## config.mk

```make
export PLATFORM = sky130hd
export DESIGN_NAME = cdc_src_ctrl
export DESIGN_NICKNAME = d
export VERILOG_FILES = /design/src/rtl/cdc_pkg.sv /design/src/rtl/sync_ff.sv /design/src/rtl/cdc_src_ctrl.sv
export SDC_FILE = /design/constraint.sdc
export NUM_CORES = 1
export LEC_CHECK = 0
export ABC_CLOCK_PERIOD_IN_PS = 3140
export CAP_MARGIN = 20
export CELL_PAD_IN_SITES_DETAIL_PLACEMENT = 1
export CELL_PAD_IN_SITES_GLOBAL_PLACEMENT = 1
export CORE_UTILIZATION = 33
export CTS_CLUSTER_DIAMETER = 60
export DETAILED_ROUTE_END_ITERATION = 7
export GPL_TIMING_DRIVEN = 0
export HOLD_SLACK_MARGIN = 0.02
export PLACE_DENSITY = 0.87
export SYNTH_ARGS = -nofsm -noshare
export SYNTH_HDL_FRONTEND = slang
export SYNTH_SLANG_ARGS = --single-unit
```

## constraint.sdc

```tcl
create_clock -name clk -period 3.14 [get_ports clk]
set_input_delay 0.942 -clock clk [delete_from_list [all_inputs] [get_ports clk]]
set_output_delay 0.942 -clock clk [all_outputs]
set_load 0.005 [all_outputs]
```

## src/rtl/cdc_pkg.sv

```systemverilog
// rtl/cdc_pkg.sv - handshake state encoding shared by the cdc source and destination controllers
package cdc_pkg;

    typedef enum logic [1:0] {
        IDLE = 2'd0,
        REQ  = 2'd1,
        REL  = 2'd2
    } cdc_state_t;

endpackage

```

## src/rtl/sync_ff.sv

```systemverilog
// rtl/sync_ff.sv - two-stage flip-flop synchroniser for signals arriving from another clock domain
module sync_ff #(
    parameter int W = 1
) (
    input  logic         clk,
    input  logic         rst,
    input  logic [W-1:0] d,
    output logic [W-1:0] q
);

    logic [W-1:0] meta;

    always_ff @(posedge clk) begin
        if (rst) begin
            meta <= '0;
            q    <= '0;
        end else begin
            meta <= d;
            q    <= meta;
        end
    end

endmodule

```

## src/rtl/cdc_src_ctrl.sv

```systemverilog
// rtl/cdc_src_ctrl.sv - source side of a four-phase req/ack crossing with hold-stable data and timeout flag
module cdc_src_ctrl
    import cdc_pkg::*;
#(
    parameter int W    = 32,
    parameter int TO_W = 8
) (
    input  logic         clk,
    input  logic         rst,
    input  logic         in_vld,
    output logic         in_rdy,
    input  logic [W-1:0] in_data,
    output logic         xreq,
    output logic [W-1:0] xdata,
    input  logic         xack,
    output logic         busy,
    output logic         done,
    output logic         err
);

    localparam logic [TO_W-1:0] TO_MAX = '1;

    cdc_state_t      state;
    cdc_state_t      state_nxt;
    logic            ack_s;
    logic            accept;
    logic [TO_W-1:0] to_cnt;
    logic [TO_W-1:0] to_inc;

    sync_ff #(.W(1)) u_ack_sync (
        .clk (clk),
        .rst (rst),
        .d   (xack),
        .q   (ack_s)
    );

    // A stale ack (e.g. still high after a reset) blocks acceptance until it clears.
    assign in_rdy = (state == IDLE) && !ack_s;
    assign busy   = (state != IDLE);
    assign accept = in_vld && in_rdy;
    assign to_inc = (to_cnt == TO_MAX) ? to_cnt : to_cnt + 1'b1;

    always_comb begin
        state_nxt = state;
        case (state)
            IDLE:    if (accept) state_nxt = REQ;
            REQ:     if (ack_s)  state_nxt = REL;
            REL:     if (!ack_s) state_nxt = IDLE;
            default: state_nxt = IDLE;
        endcase
    end

    always_ff @(posedge clk) begin
        if (rst) begin
            state  <= IDLE;
            xreq   <= 1'b0;
            xdata  <= '0;
            done   <= 1'b0;
            err    <= 1'b0;
            to_cnt <= '0;
        end else begin
            state <= state_nxt;
            xreq  <= (state_nxt == REQ);
            done  <= (state == REL) && (state_nxt == IDLE);
            if (accept) begin
                xdata <= in_data;
            end
            // Threshold is judged on the incremented value so a coincident transition still flags it.
            if (busy && (to_inc == TO_MAX)) begin
                err <= 1'b1;
            end
            if (!busy || (state_nxt != state)) begin
                to_cnt <= '0;
            end else begin
                to_cnt <= to_inc;
            end
        end
    end

endmodule

```

==> results of run 1 <==
## layout make-up
type / instances / share of cell area (%)
timing repair buffer: 72 / 26.6
multi-input combinational: 152 / 28.9
inverter: 2 / 0.277
tap: 70 / 3.23
sequential: 47 / 34.7
clock inverter: 1 / 0.185
clock buffer: 6 / 3.05
buffer: 14 / 3.05
## layer usage
metal	global-route usage, %	wire length (um)	part of all wire (%)	vias up
met5	0	0	0	-
met4	9.04	105	2.1	0
met3	3.35	212	4.2	9
met2	30.0	2380	47	53
met1	21.7	2360	47	817
li1	-	-	-	870
## critical path, delay by kind of cell, from the launching register on
kind	cells	cell delay [ns]
AND/OR/NAND/NOR	1	0.27
buffers and inverters	2	0.73
flip-flops	1	0.31
## through the flow
stage | instance area, um^2 | cells | setup WS, ns | util (%) | hold slack [ns]
after floorplan | 1820 | 215 | 1.51 | - | 0.414
after global placement | 2620 | 357 | 0.875 | 50.4 | 0.421
after detailed placement | 2620 | 357 | 0.831 | 50.4 | 0.429
after CTS | 2710 | 364 | 0.583 | 52.1 | 0.443
after global routing | 2710 | 364 | 0.551 | 52.1 | 0.468
final | 2710 | 364 | 0.587 | 52.1 | 0.440
## Yosys cell counts (2+ instances only)
| cell type | count |
|---|---|
| nor3_1 | 2 |
| dfxtp_1 | 47 |
| nor4_1 | 2 |
| clkbuf_1 | 7 |
| inv_1 | 2 |
| nand2_1 | 70 |
| a21oi_1 | 38 |
| a311oi_1 | 2 |
| nor2b_1 | 3 |
| xor2_1 | 2 |
| buf_6 | 3 |
| a31oi_1 | 2 |
| mux2i_1 | 2 |
| nor2_1 | 5 |
| nand3b_1 | 2 |
| nor4b_1 | 2 |
| buf_2 | 3 |
| xnor2_1 | 4 |
## kinds of logic (layout without fill, tap and decap cells)
family,after synthesis,after routing
and+or+nand+nor,98,98
DFF,47,47
AOI/OAI and AO/OA,45,45
buffers and inverters,16,95
xor gates and xnor gates,6,6
muxes,2,2
adders and majority gates,1,1
## path summary, 6_finish.rpt
path	from	endpoint	slack, ns
max	state[1]$_SDFF_PP0_	in_rdy	0.59
min	u_ack_sync.meta$_SDFF_PP0_	u_ack_sync.q$_SDFF_PP0_	0.44
max reg2reg	to_cnt[0]$_SDFF_PP0_	err$_SDFFE_PP0P_	1.46
min reg2reg	u_ack_sync.meta$_SDFF_PP0_	u_ack_sync.q$_SDFF_PP0_	0.44
## power groups by stage
stage	sequential, mW	combinational [mW]	clock (mW)
floorplan	0.657	0.0650	0
detailed placement	0.656	0.189	0
global placement	0.654	0.184	0
global route	0.646	0.204	0.399
finish	0.642	0.188	0.370
CTS	0.642	0.190	0.382
## cells in the final DEF, fill, tap and decap left out, drive strengths merged
cell / netlist / layout
dfxtp: 47 / 47
a21o: 1 / 1
xnor2: 4 / 4
nor2: 5 / 5
clkdlybuf4s50: 0 / 72
nand4: 1 / 1
nand2b: 1 / 1
inv: 2 / 2
and3: 1 / 1
nand2: 70 / 70
buf: 7 / 7
nand4b: 1 / 1
clkbuf: 7 / 13
a211oi: 1 / 1
nor4: 2 / 2
o31ai: 1 / 1
a21oi: 38 / 38
xor2: 2 / 2
nor2b: 3 / 3
or3: 1 / 1
and4: 2 / 2
and2: 1 / 1
nand3b: 2 / 2
a311oi: 2 / 2
nor3b: 1 / 1
or2: 1 / 1
nand3: 1 / 1
clkinv: 0 / 1
ha: 1 / 1
nor3: 2 / 2
mux2i: 2 / 2
a31oi: 2 / 2
or3b: 1 / 1
nor4b: 2 / 2
## flip-flops by register name (all words and copies together) (netlist names)
register         flops
state                2
u_ack_sync.meta      1
u_ack_sync.q         1
xreq                 1
err                  1
xdata               32
to_cnt               8
done                 1
==> flow_summary_export.csv, run 1 <==
group,metric,value,unit
pwr,ir_drop,0.000209,V
routing,routedWlPerCell,13.9,um
grt,grtUsageTotal,17.8,%
routing,antenna_left,0,
synthesis,yosysWarnings,0,
sta,slew_viol_final,0,
routing,drt_iter0_drc,47,
clock_network,cts_buffers,5,
placed_design,dp_hpwl,3760,um
routing,num_vias,1749,
layout,finalNetCount,331,
layout,regArea,941,um^2
sta,setup_viol,0,
routing,dr.pass1.iters,3,
synthesis,synth_top_cell_area_share,51.8,%
synthesis,yosys.area_share.simple,25.2,%
pwr,cellPowerDensity,442,nW/um^2
sta,max_freq,392,MHz
die,num_rows,26,
layout,n_fill_cell,622,
clock_network,cts_max_level,2,
worst_setup_path,critPathMaxStageDelay,0.60,ns
die,pin_count,73,
die,fp.dieH,76.2,um
worst_setup_path,reg2reg_depth,5,
clock_network,cts_root_buf,"clkbuf_8",
sta,maxSlewHeadroom,68.8,%
synthesis,yosysSeqAreaShare,51.8,%
synthesis,synth_mux_area_share,1.10,%
layout,syn_to_final_growth,49.3,%
worst_setup_path,worstPathArrival,1.61,ns
worst_setup_path,crit_required,2.20,ns
worst_setup_path,critPathCaptureType,"output pin",
synthesis,async_reset_ff_share,0,%
pwr,total_power,1.20,mW
worst_setup_path,path_cells,"buf_6 > nor3_1 > clkdlybuf4s50_1",
die,die_area,5800,um^2
pwr,p_comb_share,15.7,%
grt,antenna_found_initial,0,
synthesis,yosys.area_share.xor_xnor,2.89,%
synthesis,synth-edff-count,0,
sta,fin_worst_skew,0.00383,ns
worst_setup_path,worstPathMaxFanout,8,
sta,rsz0062_at_grt,"no",
synthesis,syn-num-nets,252,
pwr,clkPwrFrac,30.9,%
clock_network,cts_tree,"done",
flow_run,drv_cap,0,
grt,grt_pass1_vias,1713,
synthesis,synth_top_family_by_area,"simple AND/OR/NAND/NOR gates",
synthesis,synth_fa_ha_area_share,0.689,%
die,start_util,34.9,%
synthesis,ys.flop_type,"dfxtp_1",
sta,fin_crit,2.55,ns
synthesis,synth_cell_type_count,35,
clock_network,insertion_delay,0.30,ns
clock_network,postCtsSetupBuffers,0,
synthesis,yosysTopAreaCell,"dfxtp_1",
worst_setup_path,path_class,"reg2out",
layout,drive_above_1_share,6.12,%
pwr,seqPwrFrac,53.5,%
layout,multi_input_area,785,um^2
clock_network,ctsResizeCount,0,
die,die_x,76.2,um
pwr,swShare,24.3,%
grt,grt_max_degree,14,
synthesis,avgSynthCellArea,8.44,um^2
worst_setup_path,cp_slowest_cell,"clkdlybuf4s50_1",
routing,drc,0,
clock_network,postCtsHoldBufs,0,
clock_network,cts.clk_slew.worst_paths,0.08,ns
pwr,p_int,909,uW
clock_network,cts_num_sinks,47,
sta,finalCritPeriodShare,81.3,%
layout,insertedDiodeCount,0,
run_status,status,"finished, final reports clean",
synthesis,postSynthCellCount,215,
synthesis,syn_area,1820,um^2
routing,wirelength,5060,um
pwr,p_leak,0.989,nW
worst_setup_path,cp-start-kind,"flop",
pwr,power.switching,291,uW
placed_design,place_congestion,0.741,
sta,fin_tns_setup,0,ns
min_path,worstHoldPathCells,1,
sta,hold_viol_final,0,
grt,globalRoute.totalOverflow,0,
clock_network,cts_buffer_depth,2,
placed_design,io_buffers,72,
routing,via_per_inst,4.80,
synthesis,synth_compound_area_share,13.4,%
synthesis,synthTopCellsByArea,"dfxtp_1 (52%), nand2_1 (14%), a21oi_1 (10%), xnor2_1 (1.9%), buf_6 (1.9%)",
sta,worst_slew_pin_slew,0.468,ns
min_path,min_path_type,"reg2reg",
die,core,5200,um^2
grt,grt_pass1_wl,8150,um
synthesis,synth_seq_cells,47,
Power figures use the tool's default switching activity.
==> inputs of run 2 (changes only) <==
--- a/config.mk
+++ b/config.mk
@@ -5,16 +5,16 @@
 export SDC_FILE = /design/constraint.sdc
 export NUM_CORES = 1
 export LEC_CHECK = 0
-export ABC_CLOCK_PERIOD_IN_PS = 3140
+export ABC_CLOCK_PERIOD_IN_PS = 2380
 export CAP_MARGIN = 20
 export CELL_PAD_IN_SITES_DETAIL_PLACEMENT = 1
 export CELL_PAD_IN_SITES_GLOBAL_PLACEMENT = 1
-export CORE_UTILIZATION = 33
+export CORE_UTILIZATION = 30
 export CTS_CLUSTER_DIAMETER = 60
 export DETAILED_ROUTE_END_ITERATION = 7
 export GPL_TIMING_DRIVEN = 0
 export HOLD_SLACK_MARGIN = 0.02
-export PLACE_DENSITY = 0.87
+export PLACE_DENSITY = 0.8
 export SYNTH_ARGS = -nofsm -noshare
 export SYNTH_HDL_FRONTEND = slang
 export SYNTH_SLANG_ARGS = --single-unit
==> constraint.sdc (replaced) <==
create_clock -name clk -period 2.38 [get_ports clk]
set_input_delay 0.714 -clock clk [delete_from_list [all_inputs] [get_ports clk]]
set_output_delay 0.714 -clock clk [all_outputs]
set_load 0.005 [all_outputs]
==> run 2 against run 1 <==
  * Combinational power up 31%
  * Die area up 9.7%
  * Clock power up 52%
  * Core utilization down 3.9 points
  * Global-route usage down 2.1 points
  * Critical path depth unchanged
  * Register-to-register slack worse by 0.72 ns
  * Clock-buffer cell count unchanged
  * Final area up 0.83%
  * Critical path type unchanged
  * Critical endpoint unchanged
  * Largest power group unchanged
==> flow_summary_export.csv, run 2 (synthesis results as in run 1) <==
group,metric,value,unit
layout,multi_input_area,790,um^2
worst_setup_path,path_cells,"buf_6 > nor3_2 > clkdlybuf4s50_1",
sta,fin_tns_setup,0,ns
pwr,total_power,1.66,mW
worst_setup_path,path_buf_inv,2,
layout,largest_reg_flops,32,
routing,num_vias,1712,
pwr,p_int,1.28,mW
pwr,p_comb_share,14.9,%
placed_design,placed_area,2630,um^2
clock_network,cts_buffers,5,
sta,slew_viol_final,0,
grt,globalRoute.totalOverflow,0,
layout,syn_to_final_growth,50.6,%
sta,fin_worst_skew,0.00678,ns
sta,max_freq,452,MHz
layout,drive_above_1_share,6.12,%
die,die_area,6370,um^2
die,pin_count,73,
layout,finalNetCount,331,
worst_setup_path,critPathMaxStageDelay,0.56,ns
worst_setup_path,cp_slowest_cell,"clkdlybuf4s50_1",
placed_design,place_ws,0.267,ns
sta,rsz0062_at_grt,"no",
worst_setup_path,cp-start-kind,"flop",
pwr,power.switching,377,uW
grt,grt_pass1_vias,1693,
sta,setup_viol,0,
sta,finalWorstSetupSlack,0.166,ns
layout,n_fill_cell,695,
layout,stdcell_area,2730,um^2
clock_network,cts_buffer_depth,2,
worst_setup_path,worstPathArrival,1.50,ns
die,num_rows,27,
sta,worst_slew_pin_slew,0.474,ns
sta,fin_crit,2.21,ns
die,fp.dieH,79.8,um
worst_setup_path,crit_family,"buffers and inverters",
routing,drt_iter0_drc,21,
min_path,min_path_type,"reg2reg",
layout,insertedDiodeCount,0,
run_status,status,"finished, final reports clean",
die,start_util,32.0,%
pwr,swShare,22.7,%
routing,antenna_left,0,
sta,finalCritPeriodShare,93.0,%
worst_setup_path,worstPathMaxFanout,8,
layout,largestRegisters,"xdata: 32 flops, to_cnt: 8 flops, state: 2 flops",
routing,routedWlPerCell,13.2,um
routing,wirelength,4830,um
layout,final_common_cell,"clkdlybuf4s50_1",
sta,hold_viol_final,0,
placed_design,place_congestion,0.735,
clock_network,cts_root_buf,"clkbuf_8",
clock_network,cts_tree,"done",
layout,layout_common_cells,"clkdlybuf4s50_1 (72), nand2_1 (70), dfxtp_1 (47), a21oi_1 (38), clkbuf_1 (8)",
placed_design,dp_hpwl,3620,um
grt,grt_pass1_wl,7710,um
layout,regArea,941,um^2
routing,dr.pass1.iters,4,
worst_setup_path,path_class,"reg2out",
layout,regMostFlops,"xdata",
grt,grt_max_degree,14,
pwr,seqPwrFrac,51.1,%
clock_network,cts_num_sinks,47,
grt,antenna_found_initial,0,
pwr,ir_drop,0.000283,V
sta,maxSlewHeadroom,68.4,%
pwr,p_leak,0.995,nW
clock_network,cts.clk_slew.worst_paths,0.09,ns
pwr,clkPwrFrac,34.0,%
die,die_x,79.8,um
die,core,5680,um^2
routing,drc,0,
worst_setup_path,critPathCaptureType,"output pin",
routing,via_per_inst,4.68,
clock_network,insertion_delay,0.29,ns
worst_setup_path,crit_required,1.67,ns
grt,grtUsageTotal,15.7,%
pwr,cellPowerDensity,606,nW/um^2
clock_network,cts_max_level,2,
flow_run,drv_cap,0,
placed_design,io_buffers,72,
## run 2: changes by cell type in the layout (fill, tap and decap cells not counted)
cell,delta
bufinv_16,+1
clkbuf_1,+1
clkbuf_8,-1
clkinv_2,-1
nor3_1,-1
nor3_2,+1
## run 2: area by class of cell
cell class	count	share of cell area, %
Clock inverter	1	1.10
Clock buffer	6	2.65
Sequential cell	47	34.4
Inverter	2	0.275
Multi-Input combinational cell	152	28.9
Tap cell	72	3.30
Buffer	14	3.02
Timing Repair Buffer	72	26.4
## run 2: through the flow
step / instances / hold slack, ns / utilization, %
detailed placement: 359 / 0.445 / 46.3
global placement: 359 / 0.416 / 46.3
finish: 366 / 0.455 / 48.2
global route: 366 / 0.469 / 48.2
CTS: 366 / 0.458 / 48.1
floorplan: 215 / 0.414 / -
## run 2: what timing repair did
item / CTS / global route
hold buffers: 0 / 0
setup endpoints to repair: 0 / 1
gates resized for setup: 0 / 1
buffers inserted: 0 / 0
hold endpoints to repair: 0 / 0
## run 2: final timing paths
path | from | to | slack (ns) | cells after the start
worst max-delay path | state[1]$_SDFF_PP0_ | in_rdy | 0.17 | 3
worst min-delay path | xdata[3]$_SDFFE_PP0P_ | xdata[3]$_SDFFE_PP0P_ | 0.45 | 2
worst max register to register | to_cnt[0]$_SDFF_PP0_ | err$_SDFFE_PP0P_ | 0.74 | 5
worst min register to register | xdata[3]$_SDFFE_PP0P_ | xdata[3]$_SDFFE_PP0P_ | 0.45 | 2
## run 2: metal layers
metal  up-vias  share of wire (%)  global-route usage [%]
met5         -                  0                       0
met3         5                6.0                    4.57
met4         0                1.2                    5.36
met2        44                 47                    26.1
li1        871                  -                       -
met1       792                 46                    19.3
## run 2: worst min-delay path: stages (launching register included)
cell and delay (ns):
dfxtp_1 0.31, nand2_1 0.05, a21oi_1 0.05
## run 2: power groups by stage
stage / Combinational [mW] / Clock, mW / Sequential (mW)
after floorplan: 0.0857 / 0 / 0.866
after global placement: 0.243 / 0 / 0.863
after detailed placement: 0.249 / 0 / 0.865
after CTS: 0.251 / 0.585 / 0.847
after global routing: 0.272 / 0.616 / 0.852
final: 0.246 / 0.563 / 0.846
==> RTL change: new RTL, flow settings as in run 1 <==
Encoding of `cdc_state_t`: now one-hot (3 bits for 3 states).
--- a/src/rtl/cdc_pkg.sv
+++ b/src/rtl/cdc_pkg.sv
@@ -2,8 +2,8 @@
 package cdc_pkg;
 
-    typedef enum logic [1:0] {
-        IDLE = 2'd0,
-        REQ  = 2'd1,
-        REL  = 2'd2
+    typedef enum logic [2:0] {
+        IDLE = 3'b001,
+        REQ  = 3'b010,
+        REL  = 3'b100
     } cdc_state_t;
 
Behaviour: no difference found for any inputs over 10 cycles, from zero or initial values and one cycle with rst high; not proved beyond that.
==> RTL change against run 1 <==
  * Sequential cell count is 1 higher
  * Register-to-register slack worse by 310 ps
  * Largest cell class unchanged
  * Final area is 6.9% higher
  * Setup slack worse by 330 ps
  * Wire length is 16% higher
  * Power is 9.6% higher
  * Largest power group unchanged
  * Synthesized area is 9.0% higher
  * Non-clock buffer count is 5 higher
==> RTL change: results (changes against run 1) <==
hold_sp u_ack_sync.meta; Max IR drop VDD 0.2301 mV (+9.9%); leak pwr 1.033 nW (+4.4%); CTS Buf Count 5 (unchanged); nets@finish 363 (+9.7%); Clock Pin Slew Worst Setup and Hold Paths 90 ps; IO buf count 72 (unchanged); clk root buf clkbuf_8; Synthesized Nets 284 (+13%); Seq/Total Area, Yosys 48.55% (-3.3 points); routed via count 2004 (+15%); Worst Path Max Fanout 7 (-1); R2R cell count 5 (unchanged); largest net degree at the start of global routing 15 (+1); H-tree levels 2 (unchanged); Commonest cells post-synth nand2_1, dfxtp_1, a21oi_1, clkbuf_1, nor2_1; TritonRoute pass-1 iters 4 (+1); fraction of final layout cells sized beyond drive strength 1 5.505% (-0.62 points); Top FF cell, synth dfxtp_1; status complete, no violations; Reg2Reg Launch Point to_cnt[0]; antenna violations before repair 0 (unchanged); CP top delay family buffers and inverters; Cell variety after synth 35 (unchanged); Tot GR Track Use 19.11% (+1.3 points); post-CTS sizing 0 (unchanged); CP arrival 1940 ps (+330 ps); R2R Setup Slk 1150 ps (-310 ps); Regs by FF count xdata: 32 flops, to_cnt: 8 flops, state: 3 flops; wire per inst 14.67 µm (+5.6%); worst hold margin 444.3 ps (+3.820 ps); clk_lat worst skew 300 ps (about the same); routability cong. 0.7687 (+3.7%); hpwl dp 4257 µm (+13%); max incr delay on CP 510 ps (-90 ps); Worst Hold Endpoint u_ack_sync.q; first-pass GRT wire length 9273 µm (+14%); Final Hold Viols 0 (unchanged); hold path depth 1 (unchanged); Hold Crit Class flop to flop; post-placement setup slack 544.4 ps (-286.3 ps); clk_skew 4.285 ps (+0.4565 ps); Post-synth ARST share 0% (unchanged); Synthesis Warnings 0 (unchanged); number of diodes 0 (unchanged); Slew headroom 69.19% (+0.40 points); Synth area leaders dfxtp_1, nand2_1, a21oi_1; fill cell count 683 (+9.8%); 1st-iter DRT viols 52 (+11%); Post-CTS Setup Repair Bufs 0 (unchanged)
RTL change: cells by family (layout without fill, tap and decap cells):
family	Yosys count	in the layout	share of synthesized area (%)
xor+xnor	2	2	0.8851
simple gates	118	118	27.24
compound gates	54	54	16.06
fa+ha+maj	1	1	0.6320
mux	2	2	1.011
buf+inv	22	102	5.625
flops	48	48	48.55
RTL change: area by class of cell:
class | count | share of cell area, %
clock buffers | 6 | 2.504
repair buffers | 72 | 24.87
clock inverters | 2 | 1.209
multi-input cells | 177 | 31.30
well taps | 72 | 3.109
plain buffers | 19 | 3.454
flip-flops and latches | 48 | 33.16
inverters | 3 | 0.3886
RTL change: report_power, final:
part / total [mW] / switching (mW) / internal (mW)
Clock: 0.444 / 0.207 / 0.237
Combinational: 0.214 / 0.0875 / 0.127
Sequential: 0.657 / 0.0174 / 0.640
Total: 1.32 / 0.312 / 1.00
RTL change: worst max-delay path by stage:
stage	start	endpoint	depth (start not counted)	slack, ps
floorplan	state[0]	in_rdy	3	1230
CTS	state[0]	in_rdy	4	270
finish	state[0]	in_rdy	4	260
global route	state[0]	in_rdy	4	170
detailed placement	rst	xdata[1]	4	540
global placement	rst	xdata[17]	4	590
RTL change: stage by stage:
step / std cells / cell area [µm²] / utilization, %
floorplan: 247 / 1979 / -
global placement: 391 / 2790 / 49.46
detailed placement: 391 / 2790 / 49.46
CTS: 399 / 2898 / 51.36
global route: 399 / 2898 / 51.36
finish: 399 / 2898 / 51.36
RTL change: per-layer routing:
| metal | GRT usage, % | vias to the layer above | part of all wire (%) |
|---|---|---|---|
| met4 | 9.091 | 0 | 2.7 |
| met3 | 3.657 | 12 | 3.0 |
| met5 | 0 | - | 0 |
| li1 | - | 995 | - |
| met1 | 21.65 | 945 | 44 |
| met2 | 34.10 | 52 | 51 |
